==> config.mk <==
export PLATFORM = sky130hd
export DESIGN_NAME = vsetvl_unit
export DESIGN_NICKNAME = d
export VERILOG_FILES = /design/src/rtl/vsetvl_unit_pkg.sv /design/src/rtl/vsetvl_unit_vlmax_calc.sv /design/src/rtl/vsetvl_unit.sv
export SDC_FILE = /design/constraint.sdc
export NUM_CORES = 1
export LEC_CHECK = 0
export BUFFER_PORTS_ARGS = -buffer_cell sky130_fd_sc_hd__buf_2
export CAP_MARGIN = 30
export CORE_MARGIN = 10
export CORE_UTILIZATION = 40
export CTS_CLUSTER_DIAMETER = 100
export DETAILED_ROUTE_END_ITERATION = 10
export PLACE_DENSITY = 0.63
export SLEW_MARGIN = 20
export SYNTH_ARGS = -nofsm -noshare
export SYNTH_HDL_FRONTEND = slang
export SYNTH_HIERARCHICAL = 1
export SYNTH_SLANG_ARGS = --single-unit
==> constraint.sdc <==
create_clock -name clk -period 6.18 [get_ports clk]
set_input_delay 1.236 -clock clk [delete_from_list [all_inputs] [get_ports clk]]
set_output_delay 1.236 -clock clk [all_outputs]
set_load 0.05 [all_outputs]
==> src/rtl/vsetvl_unit_pkg.sv <==
// Shared constants for the vsetvl configuration engine: vtype layout, AVL modes, FSM encodings.
// The optional strip-mining feature in vsetvl_unit is enabled by defining VSETVL_STRIPMINE_EN.
package vsetvl_unit_pkg;

    localparam int VLEN     = 64;
    localparam int AVL_W    = 7;
    localparam int VTYPE_W  = 7;
    localparam int VT_VALID = 6;
    localparam int VSEW_HI  = 5;
    localparam int VSEW_LO  = 3;
    localparam int VLMUL_HI = 2;
    localparam int VLMUL_LO = 0;

    localparam logic [1:0] MODE_AVL     = 2'b00;
    localparam logic [1:0] MODE_MAX     = 2'b01;
    localparam logic [1:0] MODE_KEEP    = 2'b10;
    localparam logic [1:0] MODE_AVL_ALT = 2'b11;

    localparam logic [1:0] ST_IDLE   = 2'd0;
    localparam logic [1:0] ST_CALC   = 2'd1;
    localparam logic [1:0] ST_COMMIT = 2'd2;

    localparam logic [VTYPE_W-1:0] VTYPE_ILLEGAL = 7'h7F;

    typedef struct packed {
        logic [AVL_W-1:0] vl;
        logic [AVL_W-1:0] avl;
        logic             illegal;
    } cfg_result_t;

    // Unsigned min of a 7-bit AVL against an 8-bit VLMAX; the result always fits in 7 bits.
    function automatic logic [AVL_W-1:0] umin_vl(input logic [AVL_W-1:0] a, input logic [7:0] vlmax);
        return ({1'b0, a} < vlmax) ? a : vlmax[AVL_W-1:0];
    endfunction

endpackage

==> src/rtl/vsetvl_unit_vlmax_calc.sv <==
// Combinational VLMAX = (VLEN/8 >> vsew) << vlmul, flagging reserved vsew/vlmul encodings.
module vlmax_calc
    import vsetvl_unit_pkg::*;
(
    input  logic [2:0] vsew,
    input  logic [2:0] vlmul,
    output logic [7:0] vlmax,
    output logic       illegal
);

    localparam logic [7:0] BASE_ELEMS = 8'(VLEN / 8);

    always_comb begin
        illegal = (vsew > 3'd3) || (vlmul > 3'd3);
        vlmax   = 8'd0;
        if (!illegal) begin
            vlmax = (BASE_ELEMS >> vsew[1:0]) << vlmul[1:0];
        end
    end

endmodule

==> src/rtl/vsetvl_unit.sv <==
// vsetvl/vsetvli engine: IDLE -> CALC -> COMMIT, producing {vl, AVL, vtype} for the vector register file.
// Define VSETVL_STRIPMINE_EN to enable strip-mining (strip_done re-commits with the remaining AVL).
module vsetvl_unit
    import vsetvl_unit_pkg::*;
(
    input  logic               clk,
    input  logic               rst,
    input  logic               req_valid,
    output logic               req_ready,
    input  logic [AVL_W-1:0]   req_avl,
    input  logic [5:0]         req_vtypei,
    input  logic [1:0]         req_mode,
    input  logic [AVL_W-1:0]   cur_vl,
    output logic               rsp_valid,
    output logic [AVL_W-1:0]   rsp_vl,
    output logic [AVL_W-1:0]   vl_out,
    output logic [AVL_W-1:0]   AVL_out,
    output logic [VTYPE_W-1:0] vtype_out,
    input  logic               strip_done,
    output logic               strip_last
);

    logic [1:0]         state_q, state_d;
    logic [AVL_W-1:0]   avl_q, avl_d;
    logic [5:0]         vtypei_q, vtypei_d;
    logic [1:0]         mode_q, mode_d;
    logic               rsp_valid_q, rsp_valid_d;
    logic [AVL_W-1:0]   vl_q, vl_d;
    logic [AVL_W-1:0]   avl_out_q, avl_out_d;
    logic [VTYPE_W-1:0] vtype_out_q, vtype_out_d;

    logic [7:0]         vlmax_w;
    logic               vtype_illegal_w;
    logic [AVL_W-1:0]   avl_sel;
    cfg_result_t        res_w;

`ifdef VSETVL_STRIPMINE_EN
    logic               strip_active_q, strip_active_d;
    logic               pend_q, pend_d;
    logic [AVL_W-1:0]   strip_avl_q, strip_avl_d;
    logic [AVL_W-1:0]   strip_vl_q, strip_vl_d;
    logic [5:0]         strip_vtypei_q, strip_vtypei_d;
    logic               strip_last_q, strip_last_d;
    logic [AVL_W-1:0]   strip_rem;
`endif

    vlmax_calc u_vlmax_calc (
        .vsew    (vtypei_q[VSEW_HI:VSEW_LO]),
        .vlmul   (vtypei_q[VLMUL_HI:VLMUL_LO]),
        .vlmax   (vlmax_w),
        .illegal (vtype_illegal_w)
    );

    // Result of the configuration being evaluated in CALC; registered into the outputs on leaving CALC.
    always_comb begin
        case (mode_q)
            MODE_MAX:  avl_sel = vlmax_w[AVL_W-1:0];
            MODE_KEEP: avl_sel = cur_vl;
            default:   avl_sel = avl_q;
        endcase
        res_w.illegal = vtype_illegal_w || ((mode_q == MODE_KEEP) && ({1'b0, cur_vl} > vlmax_w));
        res_w.avl     = res_w.illegal ? '0 : avl_sel;
        res_w.vl      = res_w.illegal ? '0 : umin_vl(avl_sel, vlmax_w);
    end

    always_comb begin
        state_d     = state_q;
        avl_d       = avl_q;
        vtypei_d    = vtypei_q;
        mode_d      = mode_q;
        rsp_valid_d = 1'b0;
        vl_d        = vl_q;
        avl_out_d   = avl_out_q;
        vtype_out_d = {1'b0, vtype_out_q[VTYPE_W-2:0]};
`ifdef VSETVL_STRIPMINE_EN
        strip_active_d = strip_active_q;
        pend_d         = pend_q;
        strip_avl_d    = strip_avl_q;
        strip_vl_d     = strip_vl_q;
        strip_vtypei_d = strip_vtypei_q;
        strip_last_d   = 1'b0;
        strip_rem      = strip_avl_q - strip_vl_q;
`endif
        case (state_q)
            ST_IDLE: begin
                if (req_valid) begin
                    avl_d    = req_avl;
                    vtypei_d = req_vtypei;
                    mode_d   = req_mode;
                    state_d  = ST_CALC;
`ifdef VSETVL_STRIPMINE_EN
                    pend_d         = 1'b0;
                    strip_active_d = 1'b0;
`endif
                end
`ifdef VSETVL_STRIPMINE_EN
                else if (strip_active_q && (strip_done || pend_q)) begin
                    pend_d = 1'b0;
                    if (strip_rem == '0) begin
                        strip_last_d   = 1'b1;
                        strip_active_d = 1'b0;
                    end else begin
                        avl_d    = strip_rem;
                        vtypei_d = strip_vtypei_q;
                        mode_d   = MODE_AVL;
                        state_d  = ST_CALC;
                    end
                end else begin
                    pend_d = 1'b0;
                end
`endif
            end
            ST_CALC: begin
                state_d     = ST_COMMIT;
                rsp_valid_d = 1'b1;
                vl_d        = res_w.vl;
                avl_out_d   = res_w.avl;
                vtype_out_d = res_w.illegal ? VTYPE_ILLEGAL : {1'b1, vtypei_q};
`ifdef VSETVL_STRIPMINE_EN
                if (strip_done) pend_d = 1'b1;
                // Only an explicit-AVL commit starts or continues a strip sequence.
                if (!res_w.illegal && ((mode_q == MODE_AVL) || (mode_q == MODE_AVL_ALT))) begin
                    strip_active_d = 1'b1;
                    strip_avl_d    = res_w.avl;
                    strip_vl_d     = res_w.vl;
                    strip_vtypei_d = vtypei_q;
                end else begin
                    strip_active_d = 1'b0;
                end
`endif
            end
            ST_COMMIT: begin
                state_d = ST_IDLE;
`ifdef VSETVL_STRIPMINE_EN
                if (strip_done) pend_d = 1'b1;
`endif
            end
            default: state_d = ST_IDLE;
        endcase
    end

    always_ff @(posedge clk or posedge rst) begin
        if (rst) begin
            state_q     <= ST_IDLE;
            avl_q       <= '0;
            vtypei_q    <= '0;
            mode_q      <= '0;
            rsp_valid_q <= 1'b0;
            vl_q        <= '0;
            avl_out_q   <= '0;
            vtype_out_q <= '0;
        end else begin
            state_q     <= state_d;
            avl_q       <= avl_d;
            vtypei_q    <= vtypei_d;
            mode_q      <= mode_d;
            rsp_valid_q <= rsp_valid_d;
            vl_q        <= vl_d;
            avl_out_q   <= avl_out_d;
            vtype_out_q <= vtype_out_d;
        end
    end

`ifdef VSETVL_STRIPMINE_EN
    always_ff @(posedge clk or posedge rst) begin
        if (rst) begin
            strip_active_q <= 1'b0;
            pend_q         <= 1'b0;
            strip_avl_q    <= '0;
            strip_vl_q     <= '0;
            strip_vtypei_q <= '0;
            strip_last_q   <= 1'b0;
        end else begin
            strip_active_q <= strip_active_d;
            pend_q         <= pend_d;
            strip_avl_q    <= strip_avl_d;
            strip_vl_q     <= strip_vl_d;
            strip_vtypei_q <= strip_vtypei_d;
            strip_last_q   <= strip_last_d;
        end
    end

    assign strip_last = strip_last_q;
`else
    logic unused_strip_done;
    assign unused_strip_done = strip_done;
    assign strip_last        = 1'b0;
`endif

    assign req_ready = (state_q == ST_IDLE) && !rst;
    assign rsp_valid = rsp_valid_q;
    assign rsp_vl    = vl_q;
    assign vl_out    = vl_q;
    assign AVL_out   = avl_out_q;
    assign vtype_out = vtype_out_q;

endmodule

==> results.sh, run 1 <==
export IMPL_coreArea_sq_um=5470
export IMPL_min_from="AVL_out[5]"
export IMPL_seq_area_frac_synth=0.423
export IMPL_initial_utilization=0.411
export IMPL_drt_iter0_markers=88
export IMPL_start_kind="register"
export IMPL_finalHoldViolations=0
export IMPL_drc=0
export IMPL_synth_compound_area_frac=0.171
export IMPL_drtPass1Iterations=6
export IMPL_critPathKind="register to register"
export IMPL_synthArstFlopShare=1.00
export IMPL_netlist_instances=216
export IMPL_final_area_sq_um=2590
export IMPL_clock_path_buffers=2
export IMPL_vias=1696
export IMPL_synth_main_ff_cell="dfrtp_1"
export IMPL_cts_sinks=38
export IMPL_synth_area_sq_um=2250
export IMPL_cts_setup_buffers=0
export IMPL_wire_per_inst_microns=16.3
export IMPL_synth_edff_count=0
export IMPL_clk_latency_ps=290
export IMPL_outcome="complete, no violations"
export IMPL_yosys_area_share_adder=0.0835
export IMPL_r2r_slack_ps=2820
export IMPL_synth_common_cells="dfrtp_1 (38), inv_1 (20), nand2_1 (19)"
export IMPL_die_width_microns=95.0
export IMPL_vdd_ir_drop_max_uv=161
export IMPL_drive_gt1_frac=0.349
export IMPL_io_pins=57
export IMPL_yosysMostFrequentCell="dfrtp_1"
export IMPL_hpwl_microns=4130
export IMPL_grtUsageTotal=0.125
export IMPL_routabilityCongestion=0.838
export IMPL_p_leak_nw=1.19
export IMPL_numPortBuffers=54
export IMPL_crit_required_ps=6390
export IMPL_root_buffer="clkbuf_8"
export IMPL_critical_path_arrival_ps=3570
export IMPL_max_freq_mhz=297
export IMPL_fin_setup_tns_ps=0
export IMPL_reg2reg_depth=10
export IMPL_die_h_microns=95.0
export IMPL_rsz0062_at_grt="no"
export IMPL_synth_top_family_by_area="compound AO/OA/AOI/OAI gates"
export IMPL_drv_slew=0
export IMPL_htree_levels=2
export IMPL_grt_pass1_wl_microns=8800
export IMPL_ys_ff_latch=38
export IMPL_synthTopCellsByArea="dfrtp_1 (42%), ha_1 (8.4%), mux2_2 (6.5%)"
export IMPL_place_area_sq_um=2480
export IMPL_dpl_cell_count=322
export IMPL_nFillCells=551
export IMPL_synthMuxAreaShare=0.0651
export IMPL_final_antenna_net_count=0
export IMPL_r2r_start="vtypei_q[5]"
export IMPL_worst_hold_path_endpoint="AVL_out[5]"
export IMPL_area_delta_synth_final_pct=15.4
export IMPL_drt_total_wl_microns=5390
export IMPL_r2r_end="rsp_vl[1]"
export IMPL_maxCapViolCount=0
export IMPL_power_density_nw_per_um2=431
export IMPL_viasPerCell=5.14
export IMPL_clkSlewWorstSetupHoldPaths_ps=80
export IMPL_fin_total_pwr_mw=1.12
export IMPL_synth_top_cell_by_area="dfrtp_1"
export IMPL_cts_resized=0
export IMPL_tightest_slew_ps=823
export IMPL_avgSynthCellArea_sq_um=10.4
export IMPL_worst_clock_skew_ps=5.31
export IMPL_dieArea_sq_um=9020
export IMPL_numCtsBuffers=5
export IMPL_cp_max_fo=15
export IMPL_whs_path_depth=2
export IMPL_hp_class="register to register"
export IMPL_finalSetupViolations=0
export IMPL_end_kind="register"
export IMPL_maxSlewHeadroom=0.451
export IMPL_multiInputGateArea_sq_um=1070
export IMPL_ff_latch_area_sq_um=951
export IMPL_min_period_over_period=0.544
export IMPL_min_period_ps=3360
export IMPL_cts_hold_buffers=0
export IMPL_antenna_found_initial=0
export IMPL_grt_overflow_total=0
export IMPL_synth_simple_area_share=0.148
export IMPL_synth_xor_area_frac=0.00390
export IMPL_finalNonFillerCells=330
export IMPL_yosys_warnings=6
export IMPL_yosysTopAreaCellShare=0.423
export IMPL_tritoncts="yes"
export IMPL_grt_pass1_vias=1731
export IMPL_ys_types=42
export IMPL_grt_max_degree=39
export IMPL_final_nets=298
export IMPL_rows=27
export IMPL_synth_nets=257
export IMPL_antennaDiodeCount=0
[worst max-delay path by stage]
stage | slack [ps] | from | to | cells after the start
detailed placement | 2560 | cur_vl[5] | rsp_vl[1] | 11
CTS | 2830 | vtypei_q[2] | rsp_vl[1] | 10
global placement | 2610 | cur_vl[1] | rsp_vl[1] | 11
global route | 2550 | vtypei_q[5] | rsp_vl[5] | 10
finish | 2820 | vtypei_q[5] | rsp_vl[1] | 10
floorplan | 2660 | rst | req_ready | 1
[per-layer routing]
metal,wire length (microns),vias to the layer above,part of all wire,GRT usage
met3,410,6,0.076,0.0397
met2,2470,51,0.46,0.194
li1,-,834,-,-
met1,2430,805,0.45,0.159
met4,79,0,0.015,0.0511
met5,0,-,0,0
[cells in the final DEF, fill, tap and decap left out, drive strengths merged, types with 3 or more instances in the layout]
| cell | count |
|---|---|
| mux2 | 13 |
| nor2 | 7 |
| o221ai | 7 |
| a22oi | 6 |
| o21ai | 9 |
| dfrtp | 38 |
| ha | 15 |
| buf | 57 |
| inv | 20 |
| nor3 | 3 |
| a21oi | 12 |
| clkbuf | 6 |
| nand2 | 19 |
| nand2b | 3 |
| o22a | 6 |
| nand4b | 3 |
[critical path, cell delays in order (launching register included)]
cell and delay, ps:
dfrtp_1 390, or2_2 410, nor4bb_1 460, inv_1 190
ha_1 330, a211o_1 260, o211ai_1 100, a32oi_1 120
buf_4 210, or3_1 580, o221ai_2 230
[cells by family after synthesis]
kind of cell	after synthesis
other	2
buffers and inverters	43
adder cells (fa/ha/maj)	15
AND/OR/NAND/NOR	54
AO/OA/AOI/OAI	50
XOR/XNOR	1
multiplexers	13
flip-flops	38
[power by group]
part | internal [mW] | switching, mW | total [mW]
registers | 0.314 | 0.0512 | 0.365
logic | 0.162 | 0.382 | 0.544
clock network | 0.120 | 0.0866 | 0.207
[registers in the layout, summed over array words and instances (netlist names)]
register	flops
vtype_out	7
state_q	2
avl_q	7
mode_q	2
rsp_vl	7
AVL_out	7
vtypei_q	6
[layout make-up]
type / count / share of cell area
Clock buffer: 6 / 0.0280
Clock inverter: 2 / 0.0145
Inverter: 20 / 0.0290
Multi-Input combinational cell: 135 / 0.414
Sequential cell: 38 / 0.367
Tap cell: 72 / 0.0347
Timing Repair Buffer: 57 / 0.113
[through the flow]
step           worst slack, ps  utilization  hold WS, ps
2_1_floorplan             2660            -          470
5_1_grt                   2550        0.474          517
4_1_cts                   2830        0.474          494
3_5_place_dp              2560        0.454          477
3_3_place_gp              2610        0.454          468
6_report                  2820        0.474          484
Note: power is estimated with default switching activity, not from simulation.
==> run 2: changes to the inputs <==
- PLACE_DENSITY: 0.63 -> 0.65
- clock period: 6.18 -> 2.8 ns (I/O delays scaled with it)
==> run 2 against run 1 <==
Die area stayed put. Core utilization is 6.9 points higher. Sequential share of layout area is 4.6 points lower. Clock-buffer cell count stayed put. Final cell count is 9.4% higher. Critical path type unchanged. Largest cell class unchanged. Largest power group unchanged. Highest routed layer unchanged.
==> results.sh, run 2 (synthesized netlist as in run 1, its figures left out) <==
export IMPL_outcome="complete, no violations"
export IMPL_p_leak_nw=1.37
export IMPL_routabilityCongestion=0.871
export IMPL_final_common_cell="buf_2"
export IMPL_clk_latency_ps=290
export IMPL_end_kind="register"
export IMPL_r2r_start="vtypei_q[0]"
export IMPL_min_period_over_period=1.00
export IMPL_slowest_stage="or4b_4"
export IMPL_grt_pass1_vias=1962
export IMPL_drt_iter0_markers=66
export IMPL_cp_max_fo=7
export IMPL_rows=27
export IMPL_timing_hold_ws_ps=388
export IMPL_p_clk_frac=0.137
export IMPL_crit_path_max_incr_delay_ps=520
export IMPL_power_frac_seq=0.301
export IMPL_rsz0062_at_grt="yes"
export IMPL_power_frac_comb=0.562
export IMPL_clock_path_buffers=2
export IMPL_tritoncts="yes"
export IMPL_vdd_ir_drop_max_uv=520
export IMPL_finalNonFillerCells=361
export IMPL_maxCapViolCount=0
export IMPL_internal_power_mw=1.42
export IMPL_clkSlewWorstSetupHoldPaths_ps=80
export IMPL_coreArea_sq_um=5470
export IMPL_r2r_slack_ps=0.5
export IMPL_reg2reg_depth=13
export IMPL_root_buffer="clkbuf_8"
export IMPL_cts_sinks=38
export IMPL_finalSetupViolations=0
export IMPL_path_common_cell="a21oi_2"
export IMPL_dpl_cell_count=352
export IMPL_min_period_ps=2800
export IMPL_max_freq_mhz=357
export IMPL_grtUsageTotal=0.134
export IMPL_die_h_microns=95.0
export IMPL_dieArea_sq_um=9020
export IMPL_crit_path_cell_trace="or4b_4 -> a31oi_4 -> a22oi_2 -> nor2_1 -> a21oi_2 -> inv_1 -> ha_1 -> nand2_1 -> a21oi_2 -> nor3b_2 -> or3_1 -> buf_6 -> o221ai_2"
export IMPL_final_antenna_net_count=0
export IMPL_viasPerCell=5.03
export IMPL_crit_start="vtypei_q[0]"
export IMPL_numCtsBuffers=5
export IMPL_hp_class="input pin to async pin"
export IMPL_grt_pass1_wl_microns=9620
export IMPL_drive_gt1_frac=0.498
export IMPL_dpl_worst_slack_ps=-91.7
export IMPL_r2r_end="rsp_vl[1]"
export IMPL_crit_family="simple AND/OR/NAND/NOR gates"
export IMPL_fin_setup_tns_ps=0
export IMPL_numPortBuffers=54
export IMPL_drtPass1Iterations=4
export IMPL_cts_hold_buffers=0
export IMPL_antenna_found_initial=0
export IMPL_critical_path_arrival_ps=3010
export IMPL_critPathBufInv=2
export IMPL_grt_max_degree=39
export IMPL_area_delta_synth_final_pct=32.1
export IMPL_initial_utilization=0.411
export IMPL_wire_per_inst_microns=16.0
export IMPL_die_width_microns=95.0
export IMPL_drv_slew=0
export IMPL_worst_clock_skew_ps=7.42
export IMPL_layout_common_cells="buf_2 (54), dfrtp_1 (36), buf_4 (33)"
export IMPL_vias=1815
export IMPL_switching_share=0.466
export IMPL_critPathKind="register to register"
export IMPL_p_switching_mw=1.23
export IMPL_htree_levels=2
export IMPL_hpwl_microns=4470
export IMPL_power_density_nw_per_um2=893
export IMPL_start_kind="register"
export IMPL_antennaDiodeCount=0
export IMPL_drt_total_wl_microns=5770
export IMPL_drc=0
export IMPL_io_pins=57
export IMPL_finalHoldViolations=0
export IMPL_grt_overflow_total=0
export IMPL_setup_slack_ps=0.469
export IMPL_crit_required_ps=3010
export IMPL_final_nets=330
[run 2: cell count changes in the layout (fill, tap and decap cells not counted), sizes merged]
cell    previous run  this run
buf               57        89
bufinv             1         0
[run 2: worst max-delay path by stage]
stage,end,slack [ps],cells past startpoint
final,rsp_vl[1],0.5,13
after CTS,rsp_vl[1],3,11
after detailed placement,rsp_vl[1],-90,10
after global placement,rsp_vl[6],-40,10
after global routing,rsp_vl[1],-170,13
after floorplan,rsp_vl[6],10,11
[run 2: layer usage]
metal | vias up | GRT usage | share of wire
met5 | - | 0 | 0
met4 | 0 | 0.0287 | 0.0071
met3 | 6 | 0.0460 | 0.075
met2 | 50 | 0.222 | 0.49
met1 | 859 | 0.164 | 0.43
li1 | 900 | - | -
[run 2: power by group through the flow]
| stage | Combinational [mW] | Clock [mW] | Sequential [mW] |
|---|---|---|---|
| after floorplan | 0.709 | 0 | 1.09 |
| after global placement | 1.38 | 0 | 0.788 |
| after detailed placement | 1.39 | 0 | 0.796 |
| after CTS | 1.42 | 0.379 | 0.790 |
| after global routing | 1.62 | 0.404 | 0.824 |
| final | 1.49 | 0.363 | 0.799 |
[run 2: per-stage QoR]
step | area [sq um] | utilization | power, mW
4_1_cts | 2840 | 0.519 | 2.59
3_3_place_gp | 2720 | 0.497 | 2.16
5_1_grt | 2970 | 0.543 | 2.85
3_5_place_dp | 2720 | 0.497 | 2.19
2_1_floorplan | 2260 | - | 1.80
6_report | 2970 | 0.543 | 2.65
[run 2: final cells by class]
type	count	area (sq um)
well taps	72	90.1
clock buffers	6	72.6
fillers	509	2500
inverters	20	75.1
repair buffers	89	541
multi-input cells	135	1230
clock inverters	1	7.51
flip-flops and latches	38	953
[run 2: worst register-to-register path, delay by kind of cell, from the launching register on]
family / cells / cell delay [ps]
buf+inv: 2 / 230
flops: 1 / 470
fa+ha+maj: 1 / 220
compound gates: 5 / 550
simple gates: 5 / 1260
[run 2: repair_timing]
action / 4_1_cts / 5_1_grt
setup buffers: 1 / 1
gates resized for setup: 7 / 21
hold endpoints to repair: 0 / 0
setup endpoints to repair: 7 / 8
pin swaps: 4 / 7
==> run 3: changes to the inputs <==
- PLACE_DENSITY: 0.65 -> 0.63
- clock period: 2.8 -> 2.9 ns (I/O delays scaled with it)
==> run 3 against run 2 <==
The flow now finishes with violations (setup timing). Combinational power is essentially flat. Sequential power shrank 4.0%. Routed wire length grew 2.5%. Via count shrank 0.99%. Clock power grew 54%. First-iteration DRC count shrank 21%. Clock-buffer cell count is the same. Sequential cell count is the same. Maximum frequency shrank 4.2%. Core utilization grew 1.9 points. Final cell count grew 2.2%. Sequential share of layout area shrank 1.1 points.
==> results.sh, run 3 (synthesized netlist as in run 1, its figures left out) <==
export IMPL_coreArea_sq_um=5470
export IMPL_vdd_ir_drop_max_uv=340
export IMPL_viasPerCell=4.87
export IMPL_grt_pass1_vias=1881
export IMPL_crit_required_ps=3110
export IMPL_p_leak_nw=1.43
export IMPL_final_common_cell="buf_2"
export IMPL_routabilityCongestion=0.866
export IMPL_cts_hold_buffers=0
export IMPL_start_kind="register"
export IMPL_maxCapViolCount=0
export IMPL_min_period_over_period=1.01
export IMPL_clk_latency_ps=290
export IMPL_final_area_sq_um=3070
export IMPL_grtUsageTotal=0.134
export IMPL_initial_utilization=0.411
export IMPL_clock_path_buffers=2
export IMPL_fin_setup_tns_ps=-33.6
export IMPL_critPathKind="register to register"
export IMPL_drive_gt1_frac=0.512
export IMPL_timing_hold_ws_ps=401
export IMPL_layout_common_cells="buf_2 (54), buf_4 (38), dfrtp_1 (36)"
export IMPL_hpwl_microns=4490
export IMPL_tritoncts="yes"
export IMPL_place_area_sq_um=2760
export IMPL_grt_pass1_wl_microns=9550
export IMPL_failed_checks="setup timing"
export IMPL_drt_iter0_markers=52
export IMPL_rows=27
export IMPL_final_nets=337
export IMPL_max_freq_mhz=342
export IMPL_critical_path_arrival_ps=3130
export IMPL_numCtsBuffers=5
export IMPL_grt_max_degree=39
export IMPL_power_density_nw_per_um2=915
export IMPL_end_kind="register"
export IMPL_die_h_microns=95.0
export IMPL_drv_slew=0
export IMPL_htree_levels=2
export IMPL_drc=0
export IMPL_drtPass1Iterations=4
export IMPL_clkSlewWorstSetupHoldPaths_ps=80
export IMPL_antennaDiodeCount=0
export IMPL_area_delta_synth_final_pct=36.8
export IMPL_finalSetupViolations=5
export IMPL_wire_per_inst_microns=16.0
export IMPL_outcome="finished with violations"
export IMPL_cts_sinks=38
export IMPL_drt_total_wl_microns=5920
export IMPL_root_buffer="clkbuf_8"
export IMPL_maxSlewHeadroom=0.660
export IMPL_worst_clock_skew_ps=4.63
export IMPL_numPortBuffers=54
export IMPL_grt_overflow_total=0
export IMPL_antenna_found_initial=0
export IMPL_rsz0062_at_grt="yes"
export IMPL_vias=1797
export IMPL_setup_slack_ps=-21.9
export IMPL_die_width_microns=95.0
export IMPL_hp_class="input pin to async pin"
export IMPL_cp_max_fo=5
export IMPL_finalHoldViolations=0
export IMPL_dieArea_sq_um=9020
export IMPL_min_period_ps=2920
export IMPL_tightest_slew_ps=510
export IMPL_final_antenna_net_count=0
export IMPL_io_pins=57
==> run 3: cell types whose count changed in the layout (fill, tap and decap cells not counted), sizes merged <==
cell	change
clkinvlp	-1
buf	+7
bufinv	+2
==> run 3: path summary, 6_finish.rpt <==
path	cells past startpoint	endpoint	from	slack, ps
max in group asynchronous	3	vtypei_q[3]	rst	2130
min	3	state_q[1]	rst	400
min in group clk	2	AVL_out[2]	AVL_out[2]	490
min reg2reg	2	AVL_out[2]	AVL_out[2]	490
max reg2reg	13	rsp_vl[6]	vtypei_q[3]	-20
max	13	rsp_vl[6]	vtypei_q[3]	-20
==> run 3: worst max-delay path: stages, from the launching register on <==
cell and delay [ps]:
dfrtp_2 440, or4b_4 560, a31oi_4 240, buf_6 120
a22oi_2 70, nor2_1 160, a21oi_2 70, inv_2 90
ha_4 190, nand4b_1 160, nor3b_2 80, or3_4 400
buf_6 140, o221ai_4 130
==> run 3: final cells by class <==
cell class                      instances  area [sq um]
Multi-Input combinational cell        135          1210
Sequential cell                        38           953
Timing Repair Buffer                   96           601
Tap cell                               72          90.1
Inverter                               20          75.1
Clock buffer                            6          82.6
Clock inverter                          2          60.1
Fill cell                             499          2400
==> run 3: what timing repair did <==
item                       CTS  global route
pin swaps                    5            16
setup endpoints to repair    7             7
gates resized for setup     14            16
buffers inserted             0             2
cloned                       0             0
==> run 3: stage by stage <==
step	setup WS (ps)	cells	total power [mW]	util
floorplan	36.2	216	1.73	-
global placement	-29.5	359	2.11	0.504
detailed placement	-72.1	359	2.13	0.504
CTS	4.11	367	2.74	0.543
global route	-179	369	3.00	0.562
finish	-21.9	369	2.81	0.562
==> run 3: metal layers <==
metal,part of all wire,up-vias,global-route usage
li1,-,912,-
met3,0.049,8,0.0325
met1,0.49,840,0.182
met2,0.45,37,0.203
met5,0,-,0
met4,0.015,0,0.0486
==> run 3: report_power, final <==
| group | internal (mW) | switching [mW] | total (mW) |
|---|---|---|---|
| clock | 0.367 | 0.191 | 0.558 |
| combinational | 0.557 | 0.931 | 1.49 |
| sequential | 0.671 | 0.0956 | 0.767 |
| total | 1.59 | 1.22 | 2.81 |
